`config.mk`:
```
export PLATFORM = sky130hd
export DESIGN_NAME = mult_ctrl
export DESIGN_NICKNAME = d
export VERILOG_FILES = /design/src/rtl/mult_pkg.sv /design/src/rtl/mult_ctrl.sv
export SDC_FILE = /design/constraint.sdc
export NUM_CORES = 1
export LEC_CHECK = 0
export BUFFER_PORTS_ARGS = -buffer_cell sky130_fd_sc_hd__buf_2
export CORE_AREA = 3 3 40 42
export CTS_CLUSTER_SIZE = 25
export DETAILED_ROUTE_END_ITERATION = 8
export DIE_AREA = 0 0 43 45
export PLACE_DENSITY = 0.61
export RECOVER_POWER = 100
export SLEW_MARGIN = 5
export SYNTH_ARGS = -nofsm -noshare
export SYNTH_HDL_FRONTEND = slang
export SYNTH_SLANG_ARGS = --single-unit
export TNS_END_PERCENT = 50
```
`constraint.sdc`:
```
create_clock -name clk -period 2.6 [get_ports clk]
set_clock_uncertainty 0.2 [all_clocks]
set_input_delay 0.39 -clock clk [delete_from_list [all_inputs] [get_ports clk]]
set_output_delay 0.39 -clock clk [all_outputs]
set_load 0.02 [all_outputs]
```
`src/rtl/mult_pkg.sv`:
```
// mult_pkg: shared types and defaults for the shift-add multiplier controller
package mult_pkg;
  localparam int MULT_N = 4;
  typedef enum logic [6:0] {
    IDLE  = 7'b0000001,
    CLEAR = 7'b0000010,
    LOAD  = 7'b0000100,
    ADD   = 7'b0001000,
    SHB   = 7'b0010000,
    SHP   = 7'b0100000,
    DONE  = 7'b1000000
  } mult_state_t;
endpackage

```
`src/rtl/mult_ctrl.sv`:
```
// mult_ctrl: one-hot sequencer issuing clr/ld/ldp/shb/shp strobes to the shift-add multiplier datapath
// Ports: clk, clr_n (async active-low reset), start, b0 (datapath B LSB) in;
//        clr, ld, ldp, shb, shp strobes plus busy and done status out.
// Build option MULT_CTRL_SKIP_ZERO_EN: gate ldp with b0 so zero multiplier bits skip the add.
module mult_ctrl
  import mult_pkg::*;
#(
  parameter int N = MULT_N
) (
  input  logic clk,
  input  logic clr_n,
  input  logic start,
  input  logic b0,
  output logic clr,
  output logic ld,
  output logic ldp,
  output logic shb,
  output logic shp,
  output logic busy,
  output logic done
);
  localparam int CW = $clog2(N) + 1;
  mult_state_t st, nxt;
  logic [CW-1:0] cnt, nxt_cnt;
  always_comb begin
    nxt = st;
    nxt_cnt = cnt;
    unique case (st)
      IDLE:  nxt = start ? CLEAR : IDLE;
      CLEAR: nxt = LOAD;
      LOAD: begin
        nxt = ADD;
        nxt_cnt = CW'(1);
      end
      ADD:   nxt = (cnt == CW'(N)) ? DONE : SHB;
      SHB:   nxt = SHP;
      SHP: begin
        nxt = ADD;
        nxt_cnt = cnt + CW'(1);
      end
      DONE:  nxt = IDLE;
      default: begin
        nxt = IDLE;
        nxt_cnt = '0;
      end
    endcase
  end
  // busy gets its own flop so every status output comes straight from a register
  always_ff @(posedge clk or negedge clr_n)
    if (!clr_n) begin
      st <= IDLE;
      cnt <= '0;
      busy <= 1'b0;
    end else begin
      st <= nxt;
      cnt <= nxt_cnt;
      busy <= (nxt != IDLE);
    end
  assign clr  = (st == CLEAR);
  assign ld   = (st == LOAD);
  assign shb  = (st == SHB);
  assign shp  = (st == SHP);
  assign done = (st == DONE);
`ifdef MULT_CTRL_SKIP_ZERO_EN
  assign ldp = (st == ADD) & b0;
`else
  // datapath gates the add itself; b0 is not needed here
  logic unused_b0;
  assign unused_b0 = b0;
  assign ldp = (st == ADD);
`endif
endmodule

```
== Word-level counts from Yosys, hierarchy flattened ==
Index checks and enable logic that the tools add are counted.
Cells by class
  add/subtract/negate cells: 1
  $mul: 0
  div/mod/pow operators: 0
  magnitude comparators: 0
  equal/unequal tests: 9
  shift operators: 0
  mux-type cells: 4
  bitwise operators: 0
  reduce and logical (&&, ||, !) cells: 2
Operators by type and width (number)
  $pmux 7 s5: 1
  $pmux 3 s3: 1
  $eq 7x1->1 const B: 1
  $eq 7x2->1 const B: 1
  $eq 7x3->1 const B: 1
  $eq 7x4->1 const B: 1
  $eq 7x5->1 const B: 1
  $eq 7x6->1 const B: 1
  $eq 7x7->1 const B: 1
  $mux 7: 1
  $ne 7x1->1 const B: 1
  $reduce_or 5->1: 1
  $add 3x1->3 const B: 1
  $eq 3x3->1 const B: 1
  $mux 2: 1
  $reduce_or 2->1: 1
Storage, ports and cells
  register bits: 11
  bits in latches: 0
  RAM bits: 0
  bits in read-only memories: 0
  input bits: 4
  output and inout port bits: 7
  word-level logic and storage cells: 19
  memories kept: 0

== Longest topological paths before layout ==
Gate-level depths: netlist of the first run.
  depth in word-level cells: 4
  mapped depth: 5
  depth with buffers taken out: 4

== Worst setup path after synthesis of the first run ==
Ideal clock, no wire load.
  path kind: reg-to-output
  start point: register st[1]
  end point: output port ld
  arrival: 1.879 ns
  data required time: 2.010 ns
  setup slack: 0.131 ns
  stages on the path, launching flop included: 4
  buffers on the path: 1
  cells stage by stage: dfrtp_1 or4_1 buf_2 nor4b_1
On the way
  longest elaborated chain between the ends: 1
RTL lines
  start: declaration: RTL line mult_ctrl.sv:23  | mult_state_t st, nxt;
  start signal: assignment: RTL line mult_ctrl.sv:55  | st <= nxt;
  $eq 7x3->1: RTL line mult_ctrl.sv:60  | assign ld = (st == LOAD);
  end: declaration: RTL line mult_ctrl.sv:15  | output logic ld,
No other way between the ends.

== Worst setup path in the final report of the first run ==
  start point: register st[1]
  end point: output port shp
On the way
  longest elaborated chain between the ends: 1
RTL lines
  $eq 7x6->1: RTL line mult_ctrl.sv:62  | assign shp = (st == SHP);
  end: declaration: RTL line mult_ctrl.sv:18  | output logic shp,
No other way between the ends.

==> results.md, run 1 <==
- Post-Syn Instances: 55
- Syn Nets: 61
- Total track usage: 12.8%
- Share of layout cells above drive strength 1: 25.7%
- Gpl congestion: 0.708
- Synth top area share: 44.7%
- Mean area per synthesized cell: 10.2 sq um
- Rel. slew slack: 57.7%
- Startpoint types: flip-flop
- First-pass GRT wire length: 1880 microns
- Drt via density: 5.20
- Initial Utilization: 43.5%
- Remaining antenna violation count: 0
- Drt first pass iters: 2
- Worst skew pair latency: 0.26 ns
- Area of the multi-input gates: 273 sq um
- CTS Sinks: 11
- P_leak: 0.000356 uW
- Status: finished clean
- CTS Buf Count: 3
- Nets@finish: 81
- Via count: 463
- Residual DRC: 0
- IO Count: 11
- Initial antenna violation count: 0
- FF/Latch Area: 280 sq um
- Peak supply drop: 412 uV
- Hold Fails Final Rpt: 0
- DP HPWL: 866 microns
- Setup repair after global routing missed its margin: no
- Synthesized cell area: 559 sq um
- CP Capture Type: primary output
- Die Y: 45 microns
- Count of cell types in the netlist: 26
- Slew @ Worst Pin: 0.634 ns
- Max-slew violation count: 0
- # diodes: 0
- Die ar.: 0.00194 sq mm
- Core Region: 0.00128 sq mm
- Total gr overflow: 0
- Synth area leader: dfrtp_1
- DRT iter0 DRCs: 1
- Max H-tree Level: 1
- Ratio of final minimum period to clock period: 97.6%
- Top achievable clock speed: 394 MHz
- Ys Warns: 0
- Synth top cells by count: dfrtp_1, nor2_1, and3_1, inv_1, o211ai_1
- Final instance area: 697 sq um
- Setup violations, final: 0
- Critical path's largest stage delay: 0.54 ns
- Max Cap Viol: 0
- Top FF cell, synth: dfrtp_1
- Synth area leaders: dfrtp_1, dfstp_2, and3_1
- Critical path's slowest cell: or4b_4
- Sequential-to-total area share from yosys stat: 49.4%
- DR WL/cell: 13.3 microns
- Worst Path Arrival: 1.95 ns
- IO Port Bufs: 9
- PD cells: 797 mW/mm^2
- Hold WC Path Type: in2reg
- Placed Area: 633 sq um
- Cell Chain, Critical Path: or4_4, or4b_4, inv_2, buf_4
- Fillers: 125
- Required time of the worst setup path: 2.01 ns
- Routed WL: 1180 microns
- Setup CP Type: reg2out
- Post-Route Utilization: 54.2%
- Vias in the first global route: 454
- Die X: 43 microns
- CTS clk-pin slew, worst paths: 0.07 ns
- Root buffer cell: clkbuf_4
- Count leader, synth: dfrtp_1
- #FFs+latches synth: 11
- Max clock buf depth: 2
- CTS tree: built
- Design Power: 556 uW
- CP Max Fanout: 2
- Number of synthesized flops with an enable pin: 0
- Largest net degree at the start of global routing: 12
- Post-Route Setup TNS: 0 ns
- Async set-reset flop share out of synthesis: 100%
- Area growth syn-to-layout: 24.6%
- Site Rows: 13
- Min Tclk post-route: 2.54 ns
-- report_power, final --
group | internal [uW] | switching [uW]
registers | 206 | 31.8
logic | 89.0 | 115
clock network | 59.3 | 54.7
total | 355 | 201
-- final timing paths --
check	startpoint	end	slack, ns	depth (start not counted)
setup / recovery	st[1]$_DFF_PN0_	shp	0.06	4
hold / removal	start	st[1]$_DFF_PN0_	0.19	3
setup reg to reg	st[1]$_DFF_PN0_	cnt[2]$_DFFE_PN0N_	0.41	5
hold reg to reg	cnt[2]$_DFFE_PN0N_	st[4]$_DFF_PN0_	0.30	1
max in group asynchronous	clr_n	st[4]$_DFF_PN0_	1.30	2
min in group asynchronous	clr_n	cnt[0]$_DFFE_PN0N_	0.45	2
-- state kept, by name (all words and copies together) (netlist names) --
name and cells:
cnt 3, busy 1, st 7
-- what timing repair did --
item | CTS | global route
resized for setup | 4 | 3
setup buffers | 4 | 0
hold endpoints to repair | 10 | 0
hold buffers | 1 | 0
pin swaps | 1 | 1
endpoints found under the setup margin | 2 | 2
-- layout make-up --
class / instances / area share (%)
clock buffer: 4 / 3.77
inverter: 4 / 2.15
multi-input combinational: 39 / 39.1
sequential: 11 / 40.2
tap: 15 / 2.69
timing repair buffer: 16 / 12.0
-- layout by cell type, fill, tap and decap left out, types with 2 or more instances in the layout --
cell      netlist  layout
and3_1          4       4
and3_2          2       2
buf_4           0       4
clkbuf_1        0      10
clkbuf_4        0       3
dfrtp_1        10       7
dfrtp_2         0       3
ha_1            2       2
inv_1           4       3
nand3_1         2       2
nor2_1          6       6
nor2b_1         2       2
nor3_1          2       2
o211ai_1        3       3
o21a_1          2       2
o21ai_0         2       2
-- per-layer routing --
metal | vias to the layer above | routed length, microns | GRT usage, %
li1 | 238 | - | -
met1 | 218 | 535 | 15.7
met2 | 7 | 599 | 22.2
met3 | 0 | 48 | 4.78
met4 | 0 | 0 | 1.81
met5 | - | 0 | 0
-- cells by family (layout without fill, tap and decap cells) --
kind of cell    Yosys count  count (layout)  share of synthesized area [%]
compound gates           11              11                           13.9
simple gates             24              24                           25.5
flops                    11              11                           49.4
fa+ha+maj                 2               2                           4.47
buf+inv                   5              24                           3.58
xor+xnor                  2               2                           3.13
-- worst max-delay path, delay by kind of cell (launching register included) --
kind,cells,cell delay (ns)
buffers and inverters,2,0.20
DFF,1,0.41
and+or+nand+nor,2,1.07
-- per-stage QoR --
step                instances  hold slack, ns  setup WS, ns
floorplan                  55          -0.106         0.131
global placement           80          0.0710         0.205
detailed placement         80          0.0713         0.187
CTS                        89           0.194       0.00201
global route               89           0.210        0.0209
finish                     89           0.193        0.0623
No activity file was read; power rests on OpenSTA's default activity.
==> run 2, diff against run 1 <==
- PLACE_DENSITY: 0.61 -> 0.67
==> run 2 against run 1 <==
  * Core utilization down 0.39 points
  * Cell area is 0.72% lower
  * Final cell count stayed put
==> results.md, run 2 (synthesis gave the netlist of run 1 again) <==
- CP Capture Type: primary output
- Hold Crit Depth: 3
- Vias in the first global route: 492
- Max Cap Viol: 0
- Setup repair after global routing missed its margin: no
- CTS Sinks: 11
- Max H-tree Level: 1
- Drt via density: 5.42
- DP HPWL: 843 microns
- Min-delay src: start
- Nets@finish: 81
- Root buffer cell: clkbuf_4
- Die X: 43 microns
- Residual DRC: 0
- Site Rows: 13
- Worst Path Arrival: 1.96 ns
- Share of layout cells above drive strength 1: 23.0%
- Gpl congestion: 0.762
- Die ar.: 0.00194 sq mm
- Hold Fails Final Rpt: 0
- Max clock buf depth: 2
- Largest net degree at the start of global routing: 12
- Hold WS: 0.175 ns
- Drt first pass iters: 4
- Top achievable clock speed: 393 MHz
- Final instance area: 692 sq um
- Reg2Reg Setup Slack: 0.39 ns
- Initial Utilization: 43.5%
- Regs by FF count: st: 7 flops, cnt: 3 flops, busy: 1 flops
- Setup violations, final: 0
- First-pass GRT wire length: 2070 microns
- Post-Route Setup TNS: 0 ns
- Rel. slew slack: 59.0%
- Biggest register: st
- IO Count: 11
- Max reg flops: 7
- R2R cell count: 5
- Remaining antenna violation count: 0
- Area growth syn-to-layout: 23.7%
- CTS Buf Count: 3
- Via count: 482
- Commonest non-fill, non-tap cells in the layout: dfrtp_1, clkbuf_1, nor2_1
- DR WL/cell: 12.8 microns
- Peak supply drop: 364 uV
- Ratio of final minimum period to clock period: 97.9%
- Hold WC Path Type: in2reg
- Min Tclk post-route: 2.55 ns
- Status: finished clean
- CP Max Fanout: 2
- Required time of the worst setup path: 2.01 ns
- Design Power: 559 uW
- Hold endpoint: st[1]$_DFF_PN0_
- IO Port Bufs: 9
- DRT iter0 DRCs: 4
- Reg2reg start: st[1]$_DFF_PN0_
- Setup CP Type: reg2out
- Total gr overflow: 0
- Max-slew violation count: 0
- Pre-CTS WS: 0.188 ns
- CTS tree: built
- Startpoint types: flip-flop
- PD cells: 809 mW/mm^2
- Total track usage: 14.9%
- Placed Area: 648 sq um
- Die Y: 45 microns
- Slew @ Worst Pin: 0.614 ns
- Core Region: 0.00128 sq mm
- P_leak: 0.000363 uW
- CTS clk-pin slew, worst paths: 0.07 ns
- Final worst slack: 0.0540 ns
- # diodes: 0
- Initial antenna violation count: 0
- Worst skew pair latency: 0.27 ns
- RR Endpoint: cnt[2]$_DFFE_PN0N_
- Routed WL: 1140 microns
==> run 2: per-layer routing <==
layer,wire [microns],GRT usage (%),up-vias
met5,0,0,-
met4,35,12.7,0
met3,53,2.79,5
met2,548,24.6,9
met1,502,16.7,229
li1,-,-,239
==> run 2: what timing repair did <==
action,CTS,global route
hold endpoints to repair,10,0
hold buffers,1,0
setup buffers,2,0
endpoints found under the setup margin,2,1
pin swaps,1,1
gates resized for setup,3,1
==> run 2: worst max-delay path by stage <==
stage	start	to	cells after the start
global route	st[1]$_DFF_PN0_	ld	4
global placement	st[1]$_DFF_PN0_	shp	4
CTS	st[1]$_DFF_PN0_	shp	4
detailed placement	st[1]$_DFF_PN0_	shp	4
floorplan	st[1]$_DFF_PN0_	ld	3
finish	st[1]$_DFF_PN0_	shp	4
==> run 2: worst max-delay path, cell delays in order, from the launching register on <==
cell and delay (ns):
dfrtp_2 0.41, or4_4 0.54, or4b_4 0.54, inv_2 0.07
buf_4 0.13
==> run 2: through the flow <==
step | utilization (%) | std cells
6_report | 53.8 | 89
3_5_place_dp | 50.4 | 82
3_3_place_gp | 50.4 | 82
5_1_grt | 53.8 | 89
2_1_floorplan | - | 55
4_1_cts | 55.0 | 89
==> run 2: layout make-up <==
cell class | count | area [sq um]
clock buffer | 4 | 26.3
tap | 15 | 18.8
inverter | 4 | 15.0
sequential | 11 | 278
fill | 122 | 593
timing repair buffer | 16 | 87.6
multi-input combinational | 39 | 267
==> run 2: where the power goes <==
group	leakage [uW]	switching (uW)	internal (uW)
registers	0.000146	30.4	206
clock network	0.0000150	57.3	59.5
logic	0.000202	112	94.0
total	0.000363	200	360
==> run 3, diff against run 2 <==
- ABC_AREA: default -> 1
- ABC_CLOCK_PERIOD_IN_PS: default -> 2600
- PLACE_DENSITY: 0.67 -> 0.71
==> run 3 against run 2 <==
  * Non-clock buffer count decreased by 6
  * Count of clock-buffer cells in the layout unchanged
  * Global-route usage decreased by 2.7 points
  * Combinational power decreased by 26%
  * Sequential power decreased by 4%
  * Cell area decreased by 5.4%
  * Fmax increased by 19%
  * Wire length decreased by 12%
  * Flip-flop and latch count unchanged
  * Final cell count increased by 12%
  * Power decreased by 12%
  * Critical path type unchanged
  * Largest power group unchanged
  * Highest routed layer unchanged
==> results.md, run 3 <==
- Rel. slew slack: 60.7%
- Synth top cells by count: nand2_1, nor2_1, dfrtp_1
- Commonest non-fill, non-tap cells in the layout: nor2_1, nand2_1, dfrtp_1
- Async set-reset flop share out of synthesis: 100%
- Net Switching: 182 uW
- IO Count: 11
- Ratio of final minimum period to clock period: 82.1%
- Die Y: 45 microns
- Clock Power Share: 23.4%
- Post-Route Setup TNS: 0 ns
- CTS tree: built
- Top FF cell, synth: dfrtp_1
- Min-delay src: start
- Die X: 43 microns
- Initial Utilization: 47.0%
- Sequential-to-total area share from yosys stat: 45.8%
- Slew @ Worst Pin: 0.590 ns
- Combinational share of power: 30.7%
- Final instance area: 654 sq um
- Worst skew pair latency: 0.27 ns
- Max-slew violation count: 0
- Net Sw Frac: 36.9%
- Int Pwr: 312 uW
- Pre-CTS WS: 0.950 ns
- Hold Crit Depth: 3
- Initial antenna violation count: 0
- DRT iter0 DRCs: 5
- Number of synthesized flops with an enable pin: 0
- Hold endpoint: st[1]$_DFF_PN0_
- Share of layout cells above drive strength 1: 18.8%
- Required time of the worst setup path: 2.01 ns
- Worst Path Arrival: 1.54 ns
- Area growth syn-to-layout: 8.28%
- Setup violations, final: 0
- CTS clk-pin slew, worst paths: 0.07 ns
- Sequential group share of total power: 45.9%
- P_leak: 0.000357 uW
- Placed Area: 668 sq um
- Total gr overflow: 0
- Regs by FF count: st: 7 flops, cnt: 3 flops, busy: 1 flops
- Count leader, synth: nand2_1
- Min Tclk post-route: 2.13 ns
- Vias in the first global route: 390
- First-pass GRT wire length: 1600 microns
- Setup CP Type: reg2out
- Synth area leader: dfrtp_1
- Max clock buf depth: 2
- Mean area per synthesized cell: 8.51 sq um
- Syn Nets: 77
- Hold WC Path Type: in2reg
- Post-CTS Setup Inserts: 0
- Drt via density: 4.43
- Residual DRC: 0
- Synth area leaders: dfrtp_1, nand2_1, nor2_4
- Count of cell types in the netlist: 18
- Fillers: 124
- Die ar.: 0.00194 sq mm
- Setup repair after global routing missed its margin: no
- IO Port Bufs: 9
- DR WL/cell: 10.0 microns
- Nets@finish: 92
- Synthesized cell area: 604 sq um
- RR Endpoint: cnt[0]$_DFFE_PN0N_
- Biggest register: st
- Post-Syn Instances: 71
- Routed WL: 1000 microns
- Gpl congestion: 0.808
- Max reg flops: 7
- Peak supply drop: 314 uV
- Synth top area share: 41.4%
- PD cells: 755 mW/mm^2
- Root buffer cell: clkbuf_4
- Reg2reg start: st[4]$_DFF_PN0_
- Ys Warns: 0
- Core Region: 0.00128 sq mm
- Largest net degree at the start of global routing: 12
- Post-Route Utilization: 50.9%
- CP Capture Type: primary output
- CTS Sinks: 11
- Via count: 443
- Top achievable clock speed: 469 MHz
- DP HPWL: 785 microns
- Remaining antenna violation count: 0
- Most common cell after layout, fill and taps aside: nor2_1
- #FFs+latches synth: 11
- CTS Buf Count: 3
- CP Max Fanout: 4
- # diodes: 0
- Site Rows: 13
- Startpoint types: flip-flop
- Hold WS: 0.156 ns
- Drt first pass iters: 4
- Total track usage: 12.2%
- R2R cell count: 7
- Max H-tree Level: 1
- Max Cap Viol: 0
- Status: finished clean
- Reg2Reg Setup Slack: 1.02 ns
- Final worst slack: 0.466 ns
- Hold Fails Final Rpt: 0
[run 3: routing by layer]
metal / up-vias / global-route usage, % / share of wire (%)
met4: 0 / 12.7 / 4.2
met3: 5 / 2.39 / 3.5
met2: 8 / 18.3 / 43
met1: 190 / 14.2 / 49
li1: 240 / - / -
met5: - / 0 / 0
[run 3: logic make-up (layout without fill, tap and decap cells)]
family	Yosys count	count (layout)	share of synthesized area, %
XOR/XNOR	1	1	1.45
AO/OA/AOI/OAI	3	3	3.11
adder cells (fa/ha/maj)	2	2	4.14
buffers and inverters	12	26	7.45
AND/OR/NAND/NOR	42	42	38.1
flip-flops	11	11	45.8
[run 3: repair_timing]
| item | 4_1_cts | 5_1_grt |
|---|---|---|
| hold endpoints to repair | 10 | 0 |
| hold buffers | 1 | 0 |
| gates resized for setup | 0 | 0 |
| setup endpoints to repair | 0 | 0 |
[run 3: area by class of cell]
cell class	instances	area, sq um	area share (%)
Inverter	12	45.0	6.88
Timing Repair Buffer	10	48.8	7.46
Clock buffer	4	26.3	4.02
Multi-Input combinational cell	48	239	36.5
Sequential cell	11	277	42.3
Tap cell	15	18.8	2.87
[run 3: worst max-delay path, cell delays in order, from the launching register on]
cell      delay [ns]
dfrtp_1         0.42
nor2_4          0.14
nand2_1         0.11
nor2_1          0.33
clkbuf_1        0.27
[run 3: power by group through the flow]
stage / registers [uW] / logic [uW] / clock network [uW]
2_1_floorplan: 239 / 126 / 0
6_report: 227 / 152 / 115
4_1_cts: 229 / 177 / 123
3_5_place_dp: 232 / 175 / 0
3_3_place_gp: 231 / 173 / 0
5_1_grt: 229 / 175 / 133
[run 3: metrics by stage]
step	power [uW]	instances
5_1_grt	536	100
6_report	494	100
4_1_cts	528	100
3_3_place_gp	404	95
2_1_floorplan	365	71
3_5_place_dp	407	95
[run 3: worst max-delay path by stage]
stage	from	cells after the start	to	slack, ns
finish	st[4]$_DFF_PN0_	4	ldp	0.47
global route	st[4]$_DFF_PN0_	4	ldp	0.37
CTS	st[3]$_DFF_PN0_	4	shp	0.65
detailed placement	st[3]$_DFF_PN0_	4	shp	0.95
global placement	st[3]$_DFF_PN0_	4	shp	0.96
floorplan	st[3]$_DFF_PN0_	3	done	1.08
